<file path="src/rtl/mem_bridge_pkg.sv">
// Shared definitions for the CPU-to-16-bit-memory bridge: widths, FSM
// state encoding and the byte-enable helper.
package mem_bridge_pkg;

  localparam int unsigned ADDR_W = 20;
  localparam int unsigned WORD_W = 16;
  localparam int unsigned BYTE_W = 8;
  localparam int unsigned TAG_W  = ADDR_W - 1;

  typedef enum logic [1:0] {
    IDLE  = 2'd0,
    RD    = 2'd1,
    WR    = 2'd2,
    WDONE = 2'd3
  } state_t;

  // Byte enable for a single-byte access; bit0 is the even (low) byte.
  function automatic logic [1:0] byte_be(input logic a0);
    return a0 ? 2'b10 : 2'b01;
  endfunction

endpackage

</file>
<file path="src/rtl/mem_bridge_buf.sv">
// One-word read buffer with tag/valid and a byte write port.
//   clock, reset_n : clock and asynchronous active-low reset
//   lookup_tag     : word address of the current CPU access
//   load/load_data : fill the buffer with a whole word, tagged lookup_tag
//   wr_en/wr_hi/wr_byte : byte update, applied only when lookup_tag hits
//   hit            : buffer valid and tag matches lookup_tag
//   data           : buffered word
module mem_bridge_buf
  import mem_bridge_pkg::*;
(
  input  logic              clock,
  input  logic              reset_n,
  input  logic [TAG_W-1:0]  lookup_tag,
  input  logic              load,
  input  logic [WORD_W-1:0] load_data,
  input  logic              wr_en,
  input  logic              wr_hi,
  input  logic [BYTE_W-1:0] wr_byte,
  output logic              hit,
  output logic [WORD_W-1:0] data
);

  logic [WORD_W-1:0] buf_data;
  logic [TAG_W-1:0]  buf_tag;
  logic              buf_vld;

  assign hit  = buf_vld && (buf_tag == lookup_tag);
  assign data = buf_data;

  // Fill on read completion; write-through keeps a hitting word coherent.
  always_ff @(posedge clock or negedge reset_n) begin
    if (!reset_n) begin
      buf_data <= '0;
      buf_tag  <= '0;
      buf_vld  <= 1'b0;
    end else if (load) begin
      buf_data <= load_data;
      buf_tag  <= lookup_tag;
      buf_vld  <= 1'b1;
    end else if (wr_en && hit) begin
      if (wr_hi) buf_data[WORD_W-1:BYTE_W] <= wr_byte;
      else       buf_data[BYTE_W-1:0]      <= wr_byte;
    end
  end

endmodule

</file>
<file path="src/rtl/mem_bridge.sv">
// Bridges an 8-bit CPU bus (clock-enable handshake) to a 16-bit
// request/acknowledge memory, with a one-word read buffer giving
// zero-wait-state reads on a hit.
//   clock, reset_n        : clock, asynchronous active-low reset
//   cpu_a/cpu_o/cpu_w     : CPU byte address, write data, write strobe
//   cpu_i, cpu_ce         : read data to CPU, access-complete enable
//   mem_a/mem_d/mem_be    : word address, replicated write data, byte enables
//   mem_we, mem_req       : write qualifier, request held until mem_ack
//   mem_ack, mem_q        : completion pulse and read data from memory
module mem_bridge
  import mem_bridge_pkg::*;
(
  input  logic              clock,
  input  logic              reset_n,
  input  logic [ADDR_W-1:0] cpu_a,
  input  logic [BYTE_W-1:0] cpu_o,
  input  logic              cpu_w,
  output logic [BYTE_W-1:0] cpu_i,
  output logic              cpu_ce,
  output logic [TAG_W-1:0]  mem_a,
  output logic [WORD_W-1:0] mem_d,
  output logic [1:0]        mem_be,
  output logic              mem_we,
  output logic              mem_req,
  input  logic              mem_ack,
  input  logic [WORD_W-1:0] mem_q
);

  state_t            state, state_nxt;
  logic              hit;
  logic              buf_load;
  logic              buf_wr;
  logic [WORD_W-1:0] buf_q;

  // CPU inputs are held stable until cpu_ce, so they feed the memory directly.
  assign mem_a = cpu_a[ADDR_W-1:1];
  assign mem_d = {cpu_o, cpu_o};
  assign cpu_i = cpu_a[0] ? buf_q[WORD_W-1:BYTE_W] : buf_q[BYTE_W-1:0];

  mem_bridge_buf u_buf (
    .clock      (clock),
    .reset_n    (reset_n),
    .lookup_tag (cpu_a[ADDR_W-1:1]),
    .load       (buf_load),
    .load_data  (mem_q),
    .wr_en      (buf_wr),
    .wr_hi      (cpu_a[0]),
    .wr_byte    (cpu_o),
    .hit        (hit),
    .data       (buf_q)
  );

  // State register.
  always_ff @(posedge clock or negedge reset_n) begin
    if (!reset_n) state <= IDLE;
    else          state <= state_nxt;
  end

  // Next state and outputs; mem_req/mem_we decode from state so reset drops them at once.
  always_comb begin
    state_nxt = state;
    cpu_ce    = 1'b0;
    mem_req   = 1'b0;
    mem_we    = 1'b0;
    mem_be    = 2'b00;
    buf_load  = 1'b0;
    buf_wr    = 1'b0;
    case (state)
      IDLE: begin
        if (cpu_w)    state_nxt = WR;
        else if (hit) cpu_ce    = 1'b1;
        else          state_nxt = RD;
      end
      RD: begin
        mem_req = 1'b1;
        mem_be  = 2'b11;
        if (mem_ack) begin
          buf_load  = 1'b1;
          state_nxt = IDLE;
        end
      end
      WR: begin
        mem_req = 1'b1;
        mem_we  = 1'b1;
        mem_be  = byte_be(cpu_a[0]);
        if (mem_ack) begin
          buf_wr    = 1'b1;
          state_nxt = WDONE;
        end
      end
      WDONE: begin
        cpu_ce    = 1'b1;
        state_nxt = IDLE;
      end
      default: state_nxt = IDLE;
    endcase
  end

endmodule

</file>
<file path="config.mk">
export PLATFORM = sky130hd
export DESIGN_NAME = mem_bridge
export DESIGN_NICKNAME = d
export VERILOG_FILES = /design/src/rtl/mem_bridge_pkg.sv /design/src/rtl/mem_bridge_buf.sv /design/src/rtl/mem_bridge.sv
export SDC_FILE = /design/constraint.sdc
export NUM_CORES = 1
export LEC_CHECK = 0
export CORE_ASPECT_RATIO = 0.9
export CORE_MARGIN = 2
export CORE_UTILIZATION = 47
export CTS_CLUSTER_SIZE = 8
export DETAILED_ROUTE_END_ITERATION = 16
export PLACE_DENSITY_LB_ADDON = 0.2
export RECOVER_POWER = 50
export SLEW_MARGIN = 20
export SYNTH_ARGS = -nofsm -noshare
export SYNTH_HDL_FRONTEND = slang
export SYNTH_SLANG_ARGS = --single-unit
</file>
<file path="constraint.sdc">
create_clock -name clock -period 4.25 [get_ports clock]
set_clock_uncertainty 0.15 [all_clocks]
set_input_delay 0.85 -clock clock [delete_from_list [all_inputs] [get_ports clock]]
set_output_delay 0.85 -clock clock [all_outputs]
set_load 0.02 [all_outputs]
</file>
# After elaboration in Yosys (flattened, before gate mapping)

Index checks and enable logic that the tools add are counted.

Shifts and indexed selects: 0
Multiply operators: 0
Bitwise gates (word level): 0
Eq/ne operators: 8
Add/sub/neg operators: 0
Reduce and logical (&&, ||, !) cells: 9
Divide/modulo/power cells: 0
Muxes and demuxes: 20
Magnitude comparators: 0

Operators by type and width:

| kind                                                  | count |
|---|---|
| two-way mux 16 bit                                    | 2 |
| two-way mux 8 bit                                     | 3 |
| == test 19 bit                                        | 1 |
| two-way mux 2 bit                                     | 5 |
| case mux 2 bit (4 select lines)                       | 1 |
| two-way mux 1 bit                                     | 7 |
| == test 2 bit, second input constant                  | 2 |
| inequality test 2 bit, second input constant          | 2 |
| case mux 2 bit (2 select lines)                       | 1 |
| AND reduction 2 bit                                   | 2 |
| nonzero test 2 bit                                    | 2 |
| inequality test 3 bit, second input constant          | 1 |
| AND reduction 3 bit                                   | 1 |
| == test 2 x 1 -> 1 bit, second input constant         | 1 |
| logical AND 1 bit                                     | 2 |
| logical NOT 2 bit                                     | 1 |
| inequality test 2 x 1 -> 1 bit, second input constant | 1 |
| case mux 1 bit (2 select lines)                       | 1 |
| OR reduction 2 bit                                    | 1 |

RAM bits: 0
Output and inout bits: 48
Flip-flop bits (word level): 38
Memories kept: 0
ROM bits: 0
Latch bits: 0
Logic and storage cells: 42

# Logic depth before layout (Yosys ltp)

Depth in word-level cells: 5
Depth in mapped cells: 7
Gate-level depth less buffers: 7

# By module

Synthesis repeated with hierarchy kept, for this count alone.

Cell total of the unflattened synthesis: 266
Area, all modules: 2,700.1 um2

By module, submodules not included:

| module         | times used | area each (um2) | sequential area each (um2) | cells each |
|---|---|---|---|---|
| mem_bridge_buf | 1          | 2,055.7         | 900.9                      | 196 |
| mem_bridge     | 1          | 644.4           | 50.0                       | 70 |

# Least setup slack after synthesis

No wires, ideal clock.

Path type: input port to output port
From: in cpu_a[19]
To: out cpu_ce
Stages on the path: 5
Path slack: 1.282 ns
Path buffers: 0
Data arrival time: 1.968 ns
Cells stage by stage: xor2_1 > nor4_2 > and3_4 > a31oi_1 > nor2_1

Word-level cells in the longest chain between the ends: 5

RTL lines:

| what                            | line                 | text |
|---|---|---|
| start, declared                 | mem_bridge.sv:15     | `input logic [ADDR_W-1:0] cpu_a,` |
| == test 19 bit                  | mem_bridge_buf.sv:27 | `assign hit = buf_vld && (buf_tag == lookup_tag);` |
| logical AND 1 bit               | mem_bridge_buf.sv:27 |  |
| two-way mux 1 bit               | mem_bridge.sv:71     | `else if (hit) cpu_ce = 1'b1;` |
| two-way mux 1 bit               | mem_bridge.sv:70     | `if (cpu_w) state_nxt = WR;` |
| case mux 1 bit (2 select lines) | mem_bridge.sv:68     | `case (state)` |
| end, declared                   | mem_bridge.sv:19     | `output logic cpu_ce,` |

No other way between the ends.

# Worst setup path in the final report

Ends and elaborated chain as after synthesis.

==> reports/qor.csv <==
stage;metric;value;unit
route;route.detailed.drc;0;
yosys;ys_seq_area_frac;0.395;
route;drt_wl_total;5440;um
yosys;synth_area;0.00241;mm^2
worst_setup_path;crit_fanout;4;
placed_design;dp_hpwl;4020;um
timing;post-route-min-period;3.97;ns
final_layout;fin_util;0.669;
hold_path;min-delay-path-class;reg -> reg;
pwr;p_leak;1.39;nW
timing;setup_viol;0;
yosys;ys_warn_count;0;
route;vias;1964;
worst_setup_path;slowest_stage;clkdlybuf4s50_1;
final_layout;multiInputGateArea;0.00114;mm^2
worst_setup_path;critPathCaptureType;output port;
clock_tree;postCtsHoldBufs;0;
timing;final.setup.worst_slack;0.278;ns
global_routing;antenna_found_initial;0;
global_routing;grt.overflow.total;0;
timing;max_freq;252;MHz
clock_tree;clockRootBuffer;clkbuf_8;
floorplan;die_height;71.9;um
clock_tree;postCtsResizedCells;0;
final_layout;post-route-cell-area;0.00327;mm^2
floorplan;initial_core_util;0.492;
clock_tree;path_clk_slew;0.08;ns
worst_setup_path;cp_common_cell;clkdlybuf4s50_1;
global_routing;grt_pass1_vias;1967;
run;cap_viol_max_count;1;
worst_setup_path;critical_path_required;3.25;ns
yosys;synth-simple-area-share;0.216;
clock_tree;cts_tree;done;
placed_design;dp_cells;380;
worst_setup_path;crit_type;in -> out;
final_layout;final_cells;388;
timing;timing.final.crit_share;0.935;
timing;tns;0;ns
yosys;synth_mux_area_frac;0.0499;
placed_design;io_buffers;95;
route;drtPass1Iterations;4;
pwr;vdd_drop_max;0.000304;V
final_layout;nets;375;
worst_setup_path;arrival;2.97;ns
timing;slew_viol_final;39;
yosys;synth_nets;316;
yosys;synth_edf_count;0;
timing;hold_viol_final;0;
floorplan;rows;24;
clock_tree;clock_latency;0.29;ns
global_routing;grt_pass1_wl;8900;um
final_layout;seq_area;951;um^2
global_routing;grt_max_degree;39;
route;ant_nets;0;
clock_tree;numCtsBuffers;5;
clock_tree;htreeDepth;2;
yosys;synth_xor_area_frac;0.0692;
clock_tree;cts_buffer_depth;2;
floorplan;core_area;0.00489;mm^2
worst_setup_path;cpPeakStageDelay;0.62;ns
global_routing;grt_usage;0.200;
yosys;yosys.cell_types.count;28;
route;via_per_inst;5.06;
placed_design;dp_slack;0.259;ns
yosys;async_flop_share;1.00;
outcome;violations;max-capacitance violations, max-slew violations;
route;wl_per_cell;14.0;um
floorplan;boundaryPins;96;
worst_setup_path;cp-start-kind;input port;
yosys;ys_ff_latch;38;
floorplan;die_width;79.4;um
timing;holdWs;0.313;ns
final_layout;area_growth_syn_to_layout;36.0;%
yosys;synthFlopType;dfrtp_1;
timing;worst_slew_pin_slew;2.00;ns
pwr;power.total;1.87;mW
clock_tree;post-cts-setup-buffer-count;0;
clock_tree;clock-sinks;38;
worst_setup_path;crit_chain;clkdlybuf4s50_1, xor2_1, nor4_2, and3_4, a31oi_1, nor2_1, clkdlybuf4s50_1;
yosys;synth_compound_area_frac;0.112;
placed_design;dpl_cell_area;0.00314;mm^2
yosys;synth_fa_ha_area_frac;0.0260;
outcome;status;finished, violations left;
yosys;syn_inst;263;
yosys;synth_top_family_by_area;simple AND/OR/NAND/NOR gates;
placed_design;gp_congestion;0.862;
timing;rsz0062_at_grt;false;
final_layout;diodes;0;
floorplan;dieArea;0.00571;mm^2
yosys;avgSynthCellArea;9.15;um^2
final_layout;fill_cells;397;
pwr;p_per_area;570;mW/mm^2
final_layout;drive_gt1_frac;0.0867;
timing;maxSlewHeadroom;-0.336;
route;dr.first_iter.drc_count;67;
-- sequential cells by signal, indices dropped and copies added, names as in the netlist --
register and cells:
u_buf.buf_tag 19, u_buf.data 16, u_buf.buf_vld 1, state 2
-- final cells by class --
class | count | share of cell area
clock buffer | 5 | 0.0210
multi-input combinational | 178 | 0.348
timing repair buffer | 97 | 0.292
inverter | 2 | 0.00229
sequential | 38 | 0.291
tap | 65 | 0.0248
clock inverter | 3 | 0.0210
-- cell usage after synthesis (all sizes together) (4+ instances only) --
cell type / instances / area share
xor2: 16 / 0.058
nand3: 5 / 0.027
nand2: 84 / 0.13
mux2: 8 / 0.037
clkbuf: 9 / 0.014
dfrtp: 38 / 0.40
ha: 5 / 0.026
buf: 36 / 0.11
nor4: 4 / 0.024
o211ai: 32 / 0.10
nor2: 4 / 0.0062
-- metal layers --
layer,track usage,vias to the layer above,share of wire
li1,-,973,-
met1,0.271,922,0.45
met2,0.321,61,0.48
met3,0.0390,8,0.051
met4,0.0728,0,0.015
met5,0,-,0
-- logic make-up (layout without fill, tap and decap cells) --
kind of cell	Yosys count	after routing
simple gates	106	106
flops	38	38
fa+ha+maj	5	5
mux	11	11
buf+inv	47	107
xor+xnor	19	19
compound gates	37	37
-- power breakdown --
| part | total (mW) | leakage (nW) | switching [mW] | internal [mW] |
|---|---|---|---|---|
| clock | 0.367 | 0.0683 | 0.132 | 0.235 |
| combinational | 0.874 | 0.852 | 0.462 | 0.412 |
| sequential | 0.626 | 0.471 | 0.0999 | 0.526 |
-- critical path: cells and delay by family --
| kind | cells | cell delay (ns) |
|---|---|---|
| AND/OR/NAND/NOR | 3 | 0.75 |
| AO/OA/AOI/OAI | 1 | 0.10 |
| XOR/XNOR | 1 | 0.20 |
| buffers and inverters | 2 | 1.07 |
-- worst paths after layout --
kind	start	end	slack [ns]	cells past startpoint
max	cpu_a[19]	cpu_ce	0.28	7
min	u_buf.buf_vld	u_buf.buf_vld	0.31	1
max reg2reg	state[1]	u_buf.buf_tag[18]	1.79	6
min reg2reg	u_buf.buf_vld	u_buf.buf_vld	0.31	1
max in group asynchronous	reset_n	u_buf.buf_tag[10]	1.83	1
min in group asynchronous	reset_n	u_buf.buf_tag[6]	0.96	1
-- layout by cell type, fill, tap and decap left out, types with 2 or more instances in the layout --
master / n
nor2b_1: 3
clkbuf_1: 2
clkdlybuf4s50_1: 93
nor4_2: 3
clkbuf_8: 5
xor2_1: 16
xnor2_1: 3
dfrtp_1: 38
bufinv_16: 2
o211ai_1: 32
mux2_2: 8
nand3_2: 3
nand2_1: 84
inv_1: 2
nor2_1: 4
a31oi_1: 2
nand3_4: 2
ha_1: 5
mux2i_1: 3
Power figures use the tool's default switching activity.
